File: src/rtl/goose_pkg.sv
// Shared types and constants for the goose-run game controller.
package goose_pkg;

  typedef enum logic [1:0] {
    ST_IDLE = 2'b00,
    ST_RUN  = 2'b01,
    ST_HIT  = 2'b10,
    ST_OVER = 2'b11
  } state_t;

  localparam int unsigned SCORE_DIGITS = 4;
  localparam int unsigned SCORE_W      = 16;
  localparam logic [SCORE_W-1:0] SCORE_MAX = 16'h9999;

  // Add one to a packed BCD value, rippling the decimal carry digit by digit.
  function automatic logic [SCORE_W-1:0] bcd_inc(input logic [SCORE_W-1:0] v);
    logic [SCORE_W-1:0] r;
    logic               carry;
    r     = v;
    carry = 1'b1;
    for (int unsigned i = 0; i < SCORE_DIGITS; i++) begin
      if (carry) begin
        if (v[i*4 +: 4] == 4'd9) begin
          r[i*4 +: 4] = 4'd0;
        end else begin
          r[i*4 +: 4] = v[i*4 +: 4] + 4'd1;
          carry       = 1'b0;
        end
      end
    end
    return r;
  endfunction

endpackage

File: src/rtl/bcd_counter.sv
// Four-digit BCD up-counter with synchronous clear, saturating at 9999.
module bcd_counter
  import goose_pkg::*;
(
  input  logic               clk,
  input  logic               reset,
  input  logic               clr,
  input  logic               inc,
  output logic [SCORE_W-1:0] count
);

  logic [SCORE_W-1:0] count_nxt;

  always_comb begin
    count_nxt = count;
    if (clr) begin
      count_nxt = '0;
    end else if (inc && (count != SCORE_MAX)) begin
      count_nxt = bcd_inc(count);
    end
  end

  always_ff @(posedge clk or negedge reset) begin
    if (!reset) begin
      count <= '0;
    end else begin
      count <= count_nxt;
    end
  end

endmodule

File: src/rtl/goose_game_ctrl.sv
// Goose-run game flow: button debounce, IDLE/RUN/HIT/OVER sequencing,
// BCD running score and high-score register.
module goose_game_ctrl
  import goose_pkg::*;
#(
  parameter int unsigned TICK_DIV        = 40_000_000,
  parameter int unsigned DEBOUNCE_CYCLES = 1_000_000
) (
  input  logic               clk,
  input  logic               reset,
  input  logic               btn_jump,
  input  logic               collide,
  input  logic               frame_end,
  output logic [1:0]         state,
  output logic               playing,
  output logic               hit,
  output logic               restart_pulse,
  output logic [SCORE_W-1:0] score,
  output logic [SCORE_W-1:0] score_hi,
  output logic               new_hi,
  output logic [15:0]        led
);

  localparam int unsigned TICK_W = (TICK_DIV > 1) ? $clog2(TICK_DIV) : 1;
  localparam int unsigned DB_W   = $clog2(DEBOUNCE_CYCLES + 1);
  localparam logic [TICK_W-1:0] TICK_LAST = TICK_W'(TICK_DIV - 1);
  localparam logic [DB_W-1:0]   DB_LAST   = DB_W'(DEBOUNCE_CYCLES - 1);

  logic              sync_1;
  logic              sync_2;
  logic              db;
  logic              db_q;
  logic [DB_W-1:0]   db_cnt;
  logic              press;

  state_t            st;
  logic [TICK_W-1:0] tick_cnt;
  logic              tick_wrap;
  logic              start;
  logic              score_inc;

  // The stable count only advances while the synchronized level disagrees
  // with db; any return to the old level restarts the window.
  always_ff @(posedge clk or negedge reset) begin
    if (!reset) begin
      sync_1 <= 1'b0;
      sync_2 <= 1'b0;
      db     <= 1'b0;
      db_q   <= 1'b0;
      db_cnt <= '0;
    end else begin
      sync_1 <= btn_jump;
      sync_2 <= sync_1;
      db_q   <= db;
      if (sync_2 == db) begin
        db_cnt <= '0;
      end else if (db_cnt == DB_LAST) begin
        db     <= sync_2;
        db_cnt <= '0;
      end else begin
        db_cnt <= db_cnt + 1'b1;
      end
    end
  end

  assign press     = db & ~db_q;
  assign start     = press && ((st == ST_IDLE) || (st == ST_OVER));
  assign tick_wrap = (st == ST_RUN) && (tick_cnt == TICK_LAST);
  assign score_inc = tick_wrap && !collide;

  always_ff @(posedge clk or negedge reset) begin
    if (!reset) begin
      tick_cnt <= '0;
    end else if (start) begin
      tick_cnt <= '0;
    end else if (st == ST_RUN) begin
      tick_cnt <= tick_wrap ? '0 : tick_cnt + 1'b1;
    end
  end

  always_ff @(posedge clk or negedge reset) begin
    if (!reset) begin
      st            <= ST_IDLE;
      restart_pulse <= 1'b0;
      new_hi        <= 1'b0;
      score_hi      <= '0;
    end else begin
      restart_pulse <= 1'b0;
      case (st)
        ST_IDLE, ST_OVER: begin
          if (press) begin
            st            <= ST_RUN;
            restart_pulse <= 1'b1;
            new_hi        <= 1'b0;
          end
        end
        ST_RUN: begin
          if (collide) begin
            st <= ST_HIT;
          end
        end
        ST_HIT: begin
          if (frame_end) begin
            st <= ST_OVER;
            // BCD digit order matches binary order, so a plain compare works.
            if (score > score_hi) begin
              score_hi <= score;
              new_hi   <= 1'b1;
            end
          end
        end
        default: st <= ST_IDLE;
      endcase
    end
  end

  bcd_counter u_score (
    .clk   (clk),
    .reset (reset),
    .clr   (start),
    .inc   (score_inc),
    .count (score)
  );

  assign state   = st;
  assign playing = (st == ST_RUN);
  assign hit     = (st == ST_HIT) || (st == ST_OVER);
  assign led     = score;

endmodule

File: config.mk
export PLATFORM = sky130hd
export DESIGN_NAME = goose_game_ctrl
export DESIGN_NICKNAME = d
export VERILOG_FILES = /design/src/rtl/goose_pkg.sv /design/src/rtl/bcd_counter.sv /design/src/rtl/goose_game_ctrl.sv
export SDC_FILE = /design/constraint.sdc
export NUM_CORES = 1
export LEC_CHECK = 0
export BUFFER_PORTS_ARGS = -buffer_cell sky130_fd_sc_hd__buf_4
export CAP_MARGIN = 40
export CORE_ASPECT_RATIO = 1.75
export CORE_MARGIN = 8
export CORE_UTILIZATION = 25
export CTS_CLUSTER_DIAMETER = 120
export DETAILED_ROUTE_END_ITERATION = 16
export GPL_TIMING_DRIVEN = 0
export PLACE_DENSITY = 0.4
export SLEW_MARGIN = 15
export SYNTH_ARGS = -nofsm -noshare
export SYNTH_HDL_FRONTEND = slang
export SYNTH_SLANG_ARGS = --single-unit
File: constraint.sdc
create_clock -name clk -period 2.4 [get_ports clk]
set_input_delay 0.24 -clock clk [delete_from_list [all_inputs] [get_ports clk]]
set_output_delay 0.24 -clock clk [all_outputs]
set_load 0.02 [all_outputs]
## After elaboration in Yosys (flattened, before gate mapping)

Cells that the tools add are included.

| storage, ports and cells | value |
|---|---|
| register bits after elaboration | 86 |
| bits of input ports | 5 |
| output and inout port bits | 54 |
| word-level logic and storage cells | 96 |

| operators by class | value |
|---|---|
| $add $sub $neg | 6 |
| $lt $le $gt $ge | 1 |
| equal/unequal tests | 15 |
| multiplexer cells | 35 |
| bitwise gates (word level) | 3 |
| reductions and logical operators | 22 |

Operator list:

| operator | count |
|---|---|
| $mux W26 | 3 |
| $mux W20 | 2 |
| $mux W16 | 2 |
| $mux W4 | 7 |
| $add A26 B1 Y26 const B | 1 |
| $eq A26 B26 Y1 const B | 1 |
| $add A20 B1 Y20 const B | 1 |
| $eq A20 B20 Y1 const B | 1 |
| $add A4 B1 Y4 const B | 4 |
| $eq A4 B4 Y1 const B | 4 |
| $gt A16 B16 Y1 | 1 |
| $mux W1 | 16 |
| $ne A16 B16 Y1 const B | 1 |
| $reduce_bool A2 Y1 | 6 |
| $ne A2 B2 Y1 const B | 4 |
| $reduce_and A2 Y1 | 4 |
| $mux W2 | 3 |
| $pmux W2 S3 | 1 |
| $reduce_and A3 Y1 | 2 |
| $eq A2 B2 Y1 const B | 2 |
| $logic_and A1 B1 Y1 | 4 |
| $reduce_and A4 Y1 | 1 |
| $eq A2 B1 Y1 const B | 1 |
| $logic_not A2 Y1 | 1 |
| 7 further kinds | 9 |

## Longest topological paths before layout

Gate-level depths: netlist of run 1.

| logic depth | value |
|---|---|
| depth after elaboration | 15 |
| mapped depth | 9 |
| mapped depth without buffers | 8 |

## Hierarchy

From an unflattened synthesis of run 1, not the netlist that was laid out.

| unflattened totals | value |
|---|---|
| cell total of the unflattened synthesis | 483 |
| area, all modules | 4823.4 µm² |

By module, submodules not included:

| module | times used | cells an instance | area each (µm²) | seq. area each (µm²) |
|---|---|---|---|---|
| goose_game_ctrl | 1 | 378 | 3826.2 | 1751.7 |
| bcd_counter | 1 | 105 | 997.2 | 400.4 |

## Worst setup path after synthesis of run 1

No wires, ideal clock.

| timing | value |
|---|---|
| kind | flip-flop to flip-flop |
| start | reg score_hi[14] |
| end | reg score_hi[10] |
| setup time | 0.083 ns |
| data arrival time | 2.324 ns |
| required time | 2.317 ns |
| path slack | -0.006 ns |
| cell stages (with the launch flop) | 10 |
| buffers on the path | 2 |
| clock period less this slack | 2.406 ns |
| cell sequence | dfrtp_1 -> inv_1 -> ha_1 -> nand4_1 -> nor4_1 -> o21ai_1 -> and3_1 -> clkbuf_1 -> clkbuf_1 -> o21ai_0 |

| between the ends | value |
|---|---|
| longest elaborated chain between the ends | 2 |

RTL lines:

| item | line | text |
|---|---|---|
| start, declared | goose_game_ctrl.sv:19 | `output logic [SCORE_W-1:0] score_hi,` |
| start signal, assigned | goose_game_ctrl.sv:107 | `score_hi <= score;` |
| $gt A16 B16 Y1 | goose_game_ctrl.sv:106 | `if (score > score_hi) begin` |
| $reduce_and A3 Y1 (no source line) | - |  |

Every way passes these cells.
A chain may end at the register's enable or synchronous reset.

## Final worst setup path of run 1

| timing | value |
|---|---|
| start | reg tick_cnt[19] |
| end | reg u_score.count[14] |

| between the ends | value |
|---|---|
| longest elaborated chain between the ends | 6 |

RTL lines:

| item | line | text |
|---|---|---|
| start, declared | goose_game_ctrl.sv:37 | `logic [TICK_W-1:0] tick_cnt;` |
| start signal, assigned | goose_game_ctrl.sv:77 | `tick_cnt <= tick_wrap ? '0 : tick_cnt + 1'b1;` |
| $eq A26 B26 Y1 | goose_game_ctrl.sv:68 | `assign tick_wrap = (st == ST_RUN) && (tick_cnt == TICK_LAST);` |
| $logic_and A1 B1 Y1 | goose_game_ctrl.sv:68 |  |
| $logic_and A1 B1 Y1 | goose_game_ctrl.sv:69 | `assign score_inc = tick_wrap && !collide;` |
| $logic_and A1 B1 Y1 | bcd_counter.sv:18 | `end else if (inc && (count != SCORE_MAX)) begin` |
| $reduce_bool A2 Y1 (no source line) | - |  |
| $reduce_and A2 Y1 (no source line) | - |  |
| end signal, assigned | bcd_counter.sv:27 | `count <= count_nxt;` |
| end, declared | bcd_counter.sv:9 | `output logic [SCORE_W-1:0] count` |

Every way passes these cells.

==> metrics, run 1 <==
Routed Antenna Nets 0; Synth Area in XOR/XNOR 5.64%; sequential fraction of the synthesis area 42.0%; final-layout fill cell count 2137; NumNets Final 688; leakage 2.86 nW; CP required 2670 ps; Synth Cell Area 0.00513 mm2; fmax 0.427 GHz; Routed WL per cell 18.0 um; detailed placer's ending HPWL 12200 um; largest family of logic cells by synthesized area simple AND/OR/NAND/NOR gates; Ports 59; Die Wd 124 um; flops & latches, synth 86; most frequent cells in the layout buf_4, dfrtp_1, nand2_1; Min-Delay Path Class in2reg; H-tree depth 3; grt ovf 0; routed vias/inst 5.05; vias 4570; Hold Crit Depth 3; skew final 7.22 ps; synthesized instance count 558; metal3 WL 519 um; commonest non-fill, non-tap cell in the layout buf_4; Pwr Total 0.00342 W; Max clock buf depth 2; layout cells sized above 1 25.7%; PD cells 516 mW/mm2; Post-Place Setup Slack -857 ps; Routed Wire Length 16300 um; simple-gate share of the synthesized area 23.6%; Post-Syn Area per Cell 9.19 um2; Peak supply drop 371 uV; setup repair after global routing missed its margin true; Main synth FF type dfrtp_1; Compound-Gate Fraction of Synth Area 14.9%; Core Footprint 0.0202 mm2; worst setup margin 56.4 ps; Post-DP Area 0.00592 mm2; # clock sinks 86; final setup vio count 0; worst path arrival time 2610 ps; met2 routed WL 9300 um; Initial Util 25.4%; EDFF count, synth 0; Netlist cell types 53; hold violation count in the final report 0; Slew Viols, Final 0; worst rel slew slack 48.3%; post-layout util 32.8%; Critical Path Sink Type flop; initial antenna violation count 0; multiplexer share of the synthesized area 0.220%; top layer in use met4; clock-pin slew on the worst setup and hold paths 60 ps; vias in the first global route 4713; WL met1 6050 um; ANT cells 0; GRT Total Usage 12.7%; Die Ht 205 um; worst setup path class reg2reg; period utilisation layout 97.6%; clock period minus worst slack 2340 ps; row cnt 69; first-pass GRT wire length 25900 um; worst skew pair latency 350 ps; Area Growth Syn to Fin 29.1%; Post-route DRC 0; Slew @ Worst Pin 770 ps; 1st-pass router iterations 4; IO buf count 58; CP Max Fanout 10; status complete, no violations; Max Cap Violations 0; Adder-Cell Fraction of Synth Area 7.32%; initial DRC count 186; synth warn 0; Placer Congestion 0.797; TritonCTS clock tree built; fraction of registers with async set or reset after synthesis 100%; largest net degree at the start of global routing 47; die area 0.0255 mm2; Num CTS Buffers 9; FF-to-FF setup slack 60 ps; Design Area, Final 0.00662 mm2; Clock Tree Root clkbuf_16; Critical Path Start Type flop; synthesized net count 593; R2R depth 6
==> metrics by stage <==
stage / instances / hold slack (ps) / setup TNS (ps)
after floorplan: 558 / -55.6 / 0
after global placement: 864 / 333 / -21260
after detailed placement: 867 / 315 / -21610
after CTS: 892 / 268 / -6.37
after global routing: 905 / 325 / -116
final: 905 / 272 / 0
==> worst max-delay path, stage by stage (launching register included) <==
cell and delay, ps:
dfrtp_1 470, or4bb_1 600, nor4_4 330, nand3_2 170
buf_2 200, or3_1 350, a21oi_1 140
==> Yosys cell counts, drive strengths merged (2+ instances only) <==
| cell | instances | area share (%) |
|---|---|---|
| nand4b | 2 | 0.34 |
| o21ai | 34 | 3.3 |
| or2 | 3 | 0.37 |
| nand2 | 46 | 3.4 |
| and3 | 5 | 0.61 |
| and3b | 2 | 0.34 |
| ha | 30 | 7.3 |
| a21o | 4 | 0.59 |
| a21oi | 28 | 2.7 |
| xnor2 | 12 | 2.0 |
| o31ai | 10 | 1.5 |
| a41oi | 3 | 0.51 |
| dfrtp | 86 | 42 |
| xor2 | 21 | 3.6 |
| nor3 | 8 | 0.78 |
| nand3 | 23 | 2.3 |
| o21a | 2 | 0.29 |
| and2 | 3 | 0.37 |
| a32oi | 16 | 2.7 |
| nand3b | 9 | 1.3 |
| inv | 30 | 2.2 |
| nand4 | 13 | 1.6 |
| or4 | 10 | 1.5 |
| a31oi | 9 | 1.1 |
| o211ai | 2 | 0.29 |
| a41o | 2 | 0.39 |
| clkbuf | 19 | 1.4 |
| buf | 19 | 2.8 |
| nor4 | 26 | 3.5 |
| and4 | 7 | 1.2 |
| or3 | 10 | 1.2 |
| nor2 | 46 | 3.4 |
| nor4b | 3 | 0.51 |
==> layer usage <==
layer | track usage (%) | vias to the layer above
met1 | 12.2 | 2245
met4 | 6.70 | 0
met5 | 0 | -
met2 | 25.1 | 80
met3 | 2.35 | 26
li1 | - | 2219
==> sequential cells by signal, indices dropped and copies added, names as in the netlist <==
register	count
sync_1	1
u_score.count	16
score_hi	16
db	1
sync_2	1
new_hi	1
tick_cnt	26
restart_pulse	1
state	2
db_q	1
db_cnt	20
==> where the power goes <==
| part | total [W] | switching [W] | internal, W | leakage (nW) |
|---|---|---|---|---|
| logic | 0.000279 | 0.000173 | 0.000106 | 1.53 |
| registers | 0.00153 | 0.0000424 | 0.00149 | 1.17 |
| clock network | 0.00161 | 0.000600 | 0.00101 | 0.161 |
==> final timing paths <==
| kind | from | end |
|---|---|---|
| hold reg to reg | sync_1 | sync_2 |
| min in group asynchronous | reset | score_hi[15] |
| max in group asynchronous | reset | tick_cnt[20] |
| hold / removal | frame_end | state[1] |
| setup reg to reg | tick_cnt[19] | u_score.count[14] |
| setup / recovery | tick_cnt[19] | u_score.count[14] |
==> cell type report <==
type	count	area (um2)	area share [%]
Multi-Input combinational cell	404	2800	42.3
Sequential cell	86	2160	32.7
Timing Repair Buffer	86	667	10.1
Tap cell	248	310	4.69
Buffer	36	233	3.51
Clock buffer	9	225	3.40
Inverter	30	113	1.70
Clock inverter	6	111	1.68
==> repair_timing <==
action                     4_1_cts  5_1_grt
hold buffers                     2        0
resized for setup               30       39
setup endpoints to repair       63       53
setup buffers                   10       13
pin swaps                        5        4
hold endpoints to repair        46        0
==> cell families after synthesis <==
logic type,after synthesis
muxes,1
buffers and inverters,68
adders and majority gates,30
and+or+nand+nor,221
AOI/OAI and AO/OA,119
DFF,86
xor gates and xnor gates,33
Power figures use the tool's default switching activity.
==> inputs of run 2 (changes only) <==
--- a/config.mk
+++ b/config.mk
@@ -20 +20,2 @@
 export SYNTH_SLANG_ARGS = --single-unit
+export TNS_END_PERCENT = 20
==> constraint.sdc (replaced) <==
create_clock -name clk -period 2.4 [get_ports clk]
set_input_delay 0.12 -clock clk [delete_from_list [all_inputs] [get_ports clk]]
set_output_delay 0.12 -clock clk [all_outputs]
set_load 0.02 [all_outputs]
==> run 2 against run 1 <==
Against the previous run: combinational power decreased by 7%; power is 0.35% lower; fmax rose by 0.41%; non-clock buffer count down 5; final cell count down 0.55%; clock skew hardly changed; setup slack improved by 9.5 ps; largest power group unchanged.
==> metrics, run 2 (synthesis results as in run 1) <==
status complete, no violations; Routed Wire Length 16100 um; Multi-input gate area 0.00281 mm2; vias 4554; Design Area, Final 0.00659 mm2; delay-heaviest family, CP simple AND/OR/NAND/NOR gates; Placer Congestion 0.797; vias in the first global route 4684; detailed placer's ending HPWL 12200 um; final-layout fill cell count 2147; Core Footprint 0.0202 mm2; register area 0.00216 mm2; final non-filler cell total 900; Die Ht 205 um; die area 0.0255 mm2; worst rel slew slack 48.1%; NumNets Final 683; Critical Path Sink Type flop; setup repair after global routing missed its margin true; Max Cap Violations 0; H-tree depth 3; Peak supply drop 371 uV; TritonCTS clock tree built; CP Max Fanout 10; Slew Viols, Final 0; crit path from tick_cnt[20]; leakage 2.83 nW; hold violation count in the final report 0; Max clock buf depth 2; Crit-path slowest cell or4_1; RR Startpoint tick_cnt[20]; Crit path largest cell delay 580 ps; Routed WL per cell 17.9 um; Slew @ Worst Pin 773 ps; R2R depth 7; Critical Path Start Type flop; Fin Hold WS 153 ps; Initial Util 25.4%; period utilisation layout 97.3%; skew final 6.80 ps; r2r endpoint u_score.count[12]; Post-DP Area 0.00592 mm2; Die Wd 124 um; PD cells 517 mW/mm2; Post-route DRC 0; setup TNS 0 ps; largest net degree at the start of global routing 47; ANT cells 0; clock-pin slew on the worst setup and hold paths 70 ps; GRT Total Usage 12.7%; placed instance count 867; Most flops, register tick_cnt; # clock sinks 86; Num CTS Buffers 9; number of cells on the critical path 7; Largest regs tick_cnt x26, db_cnt x20; worst skew pair latency 350 ps; crit-path cells or4_1, nor4_4, buf_4, nand3_2, buf_6, or3_1, a21oi_1; Area Growth Syn to Fin 28.5%; 1st-pass router iterations 4; Clock Tree Root clkbuf_16; initial antenna violation count 0; first-pass GRT wire length 25800 um; post-layout util 32.6%; final setup vio count 0; fmax 0.428 GHz; worst path arrival time 2600 ps; max reg flops 26; FF-to-FF setup slack 70 ps; routed vias/inst 5.06; Routed Antenna Nets 0; CP required 2670 ps; layout cells sized above 1 24.7%; clock period minus worst slack 2330 ps; WP buf/inv 2; Ports 59; IO buf count 58; commonest non-fill, non-tap cell in the layout buf_4; Min-Delay Path Class in2reg; grt ovf 0; initial DRC count 181; most frequent cells in the layout buf_4, dfrtp_1, nand2_1; row cnt 69; worst setup path endpoint u_score.count[12]; worst setup path class reg2reg
-- run 2: cell count changes in the layout (fill, tap and decap cells not counted), moves of 2 or more --
cell,previous run,this run
buf_2,3,5
clkbuf_1,3,5
buf_4,100,94
clkbuf_2,9,6
-- run 2: layout make-up --
class	instances	area share, %
multi-input cells	404	42.6
flip-flops and latches	86	32.8
repair buffers	81	9.55
well taps	248	4.71
plain buffers	36	3.51
clock buffers	9	3.42
inverters	30	1.71
clock inverters	6	1.69
-- run 2: how the worst min path moves through the flow --
stage | end | cells after the start | slack, ps | from
after floorplan | db | 0 | -180 | reset
after global placement | sync_1 | 1 | 230 | btn_jump
after detailed placement | score_hi[15] | 1 | 200 | reset
after CTS | state[1] | 3 | 150 | frame_end
after global routing | state[1] | 3 | 210 | frame_end
final | state[1] | 3 | 150 | frame_end
-- run 2: what timing repair did --
action / 4_1_cts / 5_1_grt
buffers inserted: 6 / 12
resized for setup: 28 / 37
hold buffers: 2 / 0
pin swaps: 11 / 4
gates cloned: 0 / 0
setup endpoints to repair: 63 / 58
endpoints found under the hold margin: 46 / 0
-- run 2: worst register-to-register path: stages, from the launching register on --
cell and delay [ps]:
dfrtp_2 440, or4_1 580, nor4_4 260, buf_4 190, nand3_2 130, buf_6 170, or3_1 340, a21oi_1 140
-- run 2: metal layers --
metal	share of wire [%]	track usage (%)	vias up
met1	37	12.2	2233
met4	2.8	6.66	0
met5	0	0	-
li1	-	-	2212
met2	57	24.9	80
met3	3.3	2.35	29
-- run 2: power by group --
part           switching, W  internal (W)  leakage (nW)  total, W
clock              0.000602       0.00101         0.161   0.00161
sequential        0.0000470       0.00149          1.17   0.00153
combinational      0.000165     0.0000947          1.50  0.000260
-- run 2: through the flow --
| step | setup slack [ps] | total power, W |
|---|---|---|
| floorplan | 43.5 | 0.00169 |
| finish | 65.9 | 0.00341 |
| CTS | -117 | 0.00346 |
| global route | -52.3 | 0.00355 |
| global placement | -840 | 0.00180 |
| detailed placement | -857 | 0.00181 |
